$ cat src/rtl/seg_display_scan.sv
// -----------------------------------------------------------------------------
// seg_display_scan
//
// Drives a 4-digit multiplexed common-anode 7-segment display showing HH:MM
// from BCD hour/minute digits. One digit is lit per scan slot. Anodes are held
// off for the first GUARD cycles of every slot so the previous digit's
// segments never ghost onto the next anode. The colon (dp on the hour-units
// digit) blinks in normal mode and is steady while adjusting. The field being
// adjusted blinks, starting with a visible half-period.
//
// Optional build macro:
//   DISP_LEAD_ZERO_BLANK_EN - blank the hour-tens digit when it is zero
//                             (anode still scanned).
//
// Ports:
//   clk        in   1  system clock
//   rst        in   1  synchronous, active-high reset
//   h1         in   2  hour tens digit (BCD)
//   h2         in   4  hour units digit (BCD)
//   m1         in   3  minute tens digit (BCD)
//   m2         in   4  minute units digit (BCD)
//   adjust     in   1  1 = time-adjust mode active
//   adj_field  in   1  field being adjusted: 0 = minutes, 1 = hours
//   an         out  4  anode enables, active-low, an[0] = rightmost digit
//   seg        out  7  segments {g,f,e,d,c,b,a}, active-low
//   dp         out  1  decimal point / colon, active-low
// -----------------------------------------------------------------------------
module seg_display_scan #(
    parameter int SCAN_DIV    = 100_000,
    parameter int GUARD       = 16,
    parameter int BLINK_SLOTS = 250
) (
    input  logic       clk,
    input  logic       rst,
    input  logic [1:0] h1,
    input  logic [3:0] h2,
    input  logic [2:0] m1,
    input  logic [3:0] m2,
    input  logic       adjust,
    input  logic       adj_field,
    output logic [3:0] an,
    output logic [6:0] seg,
    output logic       dp
);

    localparam int PW = (SCAN_DIV > 1) ? $clog2(SCAN_DIV) : 1;
    localparam int BW = $clog2(BLINK_SLOTS + 1);

    logic [PW-1:0] prescaler_reg, prescaler_next;
    logic [1:0]    idx_reg, idx_next;
    logic [BW-1:0] blink_cnt_reg, blink_cnt_next;
    logic          blink_phase_reg, blink_phase_next;
    logic          adjust_q_reg;
    logic [3:0]    an_reg, an_next;
    logic [6:0]    seg_reg, seg_next;
    logic          dp_reg, dp_next;

    logic       tick;
    logic       adjust_rise;
    logic       guard;
    logic [3:0] an_scan;
    logic [3:0] digit;
    logic       field_hit;

    // Active-low gfedcba; anything outside 0..9 shows a dash.
    function automatic logic [6:0] decode7(input logic [3:0] d);
        case (d)
            4'd0:    decode7 = 7'b1000000;
            4'd1:    decode7 = 7'b1111001;
            4'd2:    decode7 = 7'b0100100;
            4'd3:    decode7 = 7'b0110000;
            4'd4:    decode7 = 7'b0011001;
            4'd5:    decode7 = 7'b0010010;
            4'd6:    decode7 = 7'b0000010;
            4'd7:    decode7 = 7'b1111000;
            4'd8:    decode7 = 7'b0000000;
            4'd9:    decode7 = 7'b0010000;
            default: decode7 = 7'b0111111;
        endcase
    endfunction

    assign tick        = (prescaler_reg == PW'(SCAN_DIV - 1));
    assign adjust_rise = adjust & ~adjust_q_reg;
    assign guard       = (prescaler_reg < PW'(GUARD));

    // One-hot-low anode pattern for the digit currently being scanned.
    for (genvar gi = 0; gi < 4; gi++) begin : g_anode
        assign an_scan[gi] = (idx_reg != 2'(gi));
    end

    // Hours occupy idx2/idx3 (idx_reg[1]=1), minutes idx0/idx1.
    assign field_hit = adj_field ? idx_reg[1] : ~idx_reg[1];

    always_comb begin
        digit = m2;
        case (idx_reg)
            2'd0: digit = m2;
            2'd1: digit = {1'b0, m1};
            2'd2: digit = h2;
            2'd3: digit = {2'b00, h1};
            default: digit = m2;
        endcase
    end

    always_comb begin
        prescaler_next   = tick ? '0 : prescaler_reg + 1'b1;
        idx_next         = tick ? idx_reg + 2'd1 : idx_reg;
        blink_cnt_next   = blink_cnt_reg;
        blink_phase_next = blink_phase_reg;

        // A fresh entry into adjust mode restarts the blink so the field is
        // visible first; this takes priority over a coincident slot tick.
        if (adjust_rise) begin
            blink_cnt_next   = '0;
            blink_phase_next = 1'b0;
        end else if (tick) begin
            if (blink_cnt_reg == BW'(BLINK_SLOTS - 1)) begin
                blink_cnt_next   = '0;
                blink_phase_next = ~blink_phase_reg;
            end else begin
                blink_cnt_next = blink_cnt_reg + 1'b1;
            end
        end

        // Only anodes are blanked by the guard window; seg/dp track idx.
        an_next  = guard ? 4'b1111 : an_scan;
        seg_next = decode7(digit);
`ifdef DISP_LEAD_ZERO_BLANK_EN
        if (idx_reg == 2'd3 && h1 == 2'd0)
            seg_next = 7'h7F;
`endif
        if (adjust && blink_phase_reg && field_hit)
            seg_next = 7'h7F;
        dp_next = ~((idx_reg == 2'd2) && (adjust || !blink_phase_reg));
    end

    always_ff @(posedge clk) begin
        if (rst) begin
            prescaler_reg   <= '0;
            idx_reg         <= 2'd0;
            blink_cnt_reg   <= '0;
            blink_phase_reg <= 1'b0;
            adjust_q_reg    <= 1'b0;
            an_reg          <= 4'b1111;
            seg_reg         <= 7'h7F;
            dp_reg          <= 1'b1;
        end else begin
            prescaler_reg   <= prescaler_next;
            idx_reg         <= idx_next;
            blink_cnt_reg   <= blink_cnt_next;
            blink_phase_reg <= blink_phase_next;
            adjust_q_reg    <= adjust;
            an_reg          <= an_next;
            seg_reg         <= seg_next;
            dp_reg          <= dp_next;
        end
    end

    assign an  = an_reg;
    assign seg = seg_reg;
    assign dp  = dp_reg;

endmodule
$ cat config.mk
export PLATFORM = sky130hd
export DESIGN_NAME = seg_display_scan
export DESIGN_NICKNAME = d
export VERILOG_FILES = /design/src/rtl/seg_display_scan.sv
export SDC_FILE = /design/constraint.sdc
export NUM_CORES = 1
export LEC_CHECK = 0
export BUFFER_PORTS_ARGS = -buffer_cell sky130_fd_sc_hd__buf_2
export CAP_MARGIN = 30
export CORE_MARGIN = 8
export CORE_UTILIZATION = 50
export CTS_CLUSTER_DIAMETER = 30
export CTS_CLUSTER_SIZE = 16
export DETAILED_ROUTE_END_ITERATION = 16
export PLACE_DENSITY = 0.72
export SLEW_MARGIN = 20
export SYNTH_ARGS = -nofsm -noshare
export SYNTH_HDL_FRONTEND = slang
export SYNTH_SLANG_ARGS = --single-unit
$ cat constraint.sdc
create_clock -name clk -period 2.5 [get_ports clk]
set_input_delay 0.375 -clock clk [delete_from_list [all_inputs] [get_ports clk]]
set_output_delay 0.375 -clock clk [all_outputs]
set_load 0.05 [all_outputs]
==> key figures <==
Worst setup path
  • Reg2Reg Depth: 8
  • Crit Path Max Fanout: 7
  • Worst setup SP type: flip-flop
  • CP cell instances: inv_1 -> ha_1 -> a222oi_1 -> mux2_2 -> inv_1 -> ha_1 -> a21oi_1 -> o21ai_0
  • Worst path required time: 2.64 ns
  • CP Buf/Inv Count: 2
  • Worst EP arrival: 2.25 ns
  • CP max-delay cell: dfxtp_1
  • CP peak stage delay: 0.38 ns
  • R2R Setup Slk: 0.40 ns
  • Setup CP Type: reg2reg
  • R2R Path End: seg[1]
  • Endpoint class of the critical path: flip-flop
  • CP delay by family, top: adder cells
  • Reg2reg start: idx_reg[0]

Finish
  • Ratio of cells with drive above 1 in the final layout: 15.99%
  • Area growth, synth to finish: 14.78%
  • FF/Latch Area: 820.8 um^2
  • Fin area: 2351 um^2
  • Nets@finish: 296
  • Max reg flops: 17
  • Multi-input gate area: 1144 um^2
  • Antenna Cells: 0
  • Fill count: 365
  • Fin cells: 319

Floorplan
  • Initial Utilization: 51.58%
  • I/O pin cnt: 29
  • Die Span X: 80.01 um
  • Chip height: 80.01 um
  • Core Region: 3971 um^2
  • Die ar.: 6401 um^2
  • Row count: 23

Worst hold path
  • Hold path endpoint: adjust_q_reg
  • Worst hold start: adjust
  • Worst hold path type: in2reg
  • Hold Path Stages: 2

Synthesis
  • Syn Nets: 267
  • Synth unique cells: 46
  • FF+latch count, synth: 41
  • Biggest area consumer among synthesized cells: dfxtp_1
  • Cells after Synth: 239
  • Post-synthesis sequential area ratio: 40.07%
  • Top cell type's share of synthesized area: 40.07%
  • Post-Syn Area: 2048 um^2
  • Mapped Avg Cell Area: 8.570 um^2
  • Yosys warning count: 0
  • Synth top area cells: dfxtp_1, ha_1, nand2_1, nor2_1, nand3_1

Global route
  • Global Route met1 Usage: 17.10%
  • Gr ovfl total: 0
  • GRT Total Usage: 14.60%
  • Met3 Usage GRT: 5.068%
  • Busiest grt layer: met2
  • Largest net degree at the start of global routing: 16
  • GR Util met2: 23.69%
  • First-pass GRT wire length: 7576 um
  • Number of global-route vias before repair: 1685
  • Initial antenna violation count: 0

STA
  • Final Cycle Share: 84.11%
  • RSZ-0062 raised after global routing: false
  • Sum Neg Setup Slack: 0 ns
  • Slew at the pin closest to its max-slew limit: 0.6048 ns
  • Max Slew Vio Count: 0
  • Final setup fails: 0
  • Max transition margin: 59.49%
  • Clock skew: 0.008455 ns
  • Crit path time final: 2.103 ns
  • Final hold violation count: 0
  • Highest clock rate: 475.6 MHz

Placement
  • Routability cong.: 0.8706
  • DP Area: 2235 um^2
  • HPWL Detailed: 3275 um
  • Buffers on Ports: 28
  • Inst Count DP: 311

Drt
  • Antenna Nets Post-Route: 0
  • Initial DRT Pass Iterations: 4
  • Drt wl/cell: 13.87 um
  • Vias per cell: 5.705
  • Iteration-0 DRC Markers: 102
  • Via count: 1820
  • DRC: 0
  • Final WL: 4425 um

Clock network
  • CTS tree: done
  • Worst-skew pair later-pin latency: 0.29 ns
  • TritonCTS buffer count: 5
  • Max clock buf depth: 2
  • Root buffer cell: clkbuf_8
  • Clock Pin Slew Worst Setup and Hold Paths: 0.08 ns
  • H-tree levels: 2
  • Num Clock Sinks: 41
  • Hold Buf Count CTS: 0
  • Postcts setup bufs: 0
  • Post-CTS Resized: 0

Run
  • Max Cap Viol: 0

Run status
  • Status: finished clean

Pwr
  • Power Dens Cells: 565.7 nW/um^2
  • Peak supply drop: 0.3417 mV
  • Leak pwr: 0.8617 nW
  • Pwr Total: 0.001330 W
[cells in the mapped netlist (all sizes together)]
cell	n
a211oi	3
a21boi	2
a21o	1
a21oi	11
a222oi	2
a22oi	2
a311oi	1
a31oi	3
and2	1
and3	4
and4	2
and4b	1
buf	4
clkbuf	5
dfxtp	41
ha	11
inv	12
mux2	1
mux2i	1
nand2	21
nand2b	3
nand3	15
nand3b	1
nand4	11
nand4b	1
nor2	20
nor2b	1
nor3	4
nor4	5
o2111ai	1
o21a	2
o21ai	11
o21bai	1
o22ai	2
o311ai	3
o31ai	4
o41ai	3
or2	1
or3	4
or4	3
or4b	1
xnor2	6
xor2	7
[layout by cell type (no fill, tap or decap), types with 3 or more instances in the layout]
master    synthesis  layout
dfxtp_1          41      41
buf_2             4      28
nand2_1          21      21
nor2_1           20      20
nand3_1          14      14
inv_1            12      12
nand4_1          11      11
a21oi_1          11      11
ha_1             11      11
o21ai_0          10      10
xor2_1            7       7
xnor2_1           6       6
clkbuf_8          0       6
nor4_1            5       5
nor3_1            4       4
and3_1            4       4
o31ai_1           4       4
a31oi_1           3       3
a211oi_1          3       3
or4_1             3       3
or3_1             3       3
o311ai_0          3       3
nand2b_1          3       3
o41ai_1           3       3
buf_4             0       3
[worst max-delay path by stage]
stage / startpoint / end / slack, ns / cells past startpoint
after global routing: idx_reg[0] / seg[1] / 0.22 / 8
after detailed placement: idx_reg[0] / seg[1] / 0.43 / 8
after CTS: idx_reg[0] / seg[1] / 0.41 / 8
after global placement: idx_reg[0] / seg[1] / 0.50 / 8
final: idx_reg[0] / seg[1] / 0.40 / 8
after floorplan: idx_reg[0] / seg[1] / 0.59 / 8
[report_power, final]
part | total [W] | switching [W] | leakage, nW | internal, W
Sequential | 0.000674 | 0.00000793 | 0.333 | 0.000666
Clock | 0.000550 | 0.000225 | 0.0585 | 0.000326
Combinational | 0.000106 | 0.0000720 | 0.470 | 0.0000341
[per-layer routing]
layer / up-vias / share of wire (%)
li1: 935 / -
met1: 835 / 46
met2: 41 / 45
met3: 9 / 7.2
met4: 0 / 1.6
met5: - / 0
[kinds of logic (layout without fill, tap and decap cells)]
family | after synthesis | after routing | share of synthesized area [%]
fa+ha+maj | 11 | 11 | 6.720
xor+xnor | 13 | 13 | 5.559
flops | 41 | 41 | 40.07
compound gates | 52 | 52 | 16.98
mux | 2 | 2 | 1.038
simple gates | 99 | 99 | 25.54
buf+inv | 21 | 51 | 4.093
[worst register-to-register path: stages (launching register included)]
cell and delay [ns]:
dfxtp_1 0.38, inv_1 0.10, ha_1 0.27, a222oi_1 0.33, mux2_2 0.25, inv_1 0.12
ha_1 0.31, a21oi_1 0.12, o21ai_0 0.08
[final cells by class]
type	count	area share, %
inverter	12	1.916
timing repair buffer	31	6.919
multi-input combinational	177	48.64
tap	50	2.661
clock buffer	7	3.672
sequential	41	34.91
clock inverter	1	1.277
[through the flow]
step	util [%]	hold WS, ns	worst slack [ns]
6_report	59.20	0.3649	0.3973
5_1_grt	59.20	0.3683	0.2186
4_1_cts	59.20	0.3575	0.4126
3_5_place_dp	56.27	0.4867	0.4279
3_3_place_gp	56.27	0.4800	0.5005
2_1_floorplan	-	0.4529	0.5921
Power figures use the tool's default switching activity.
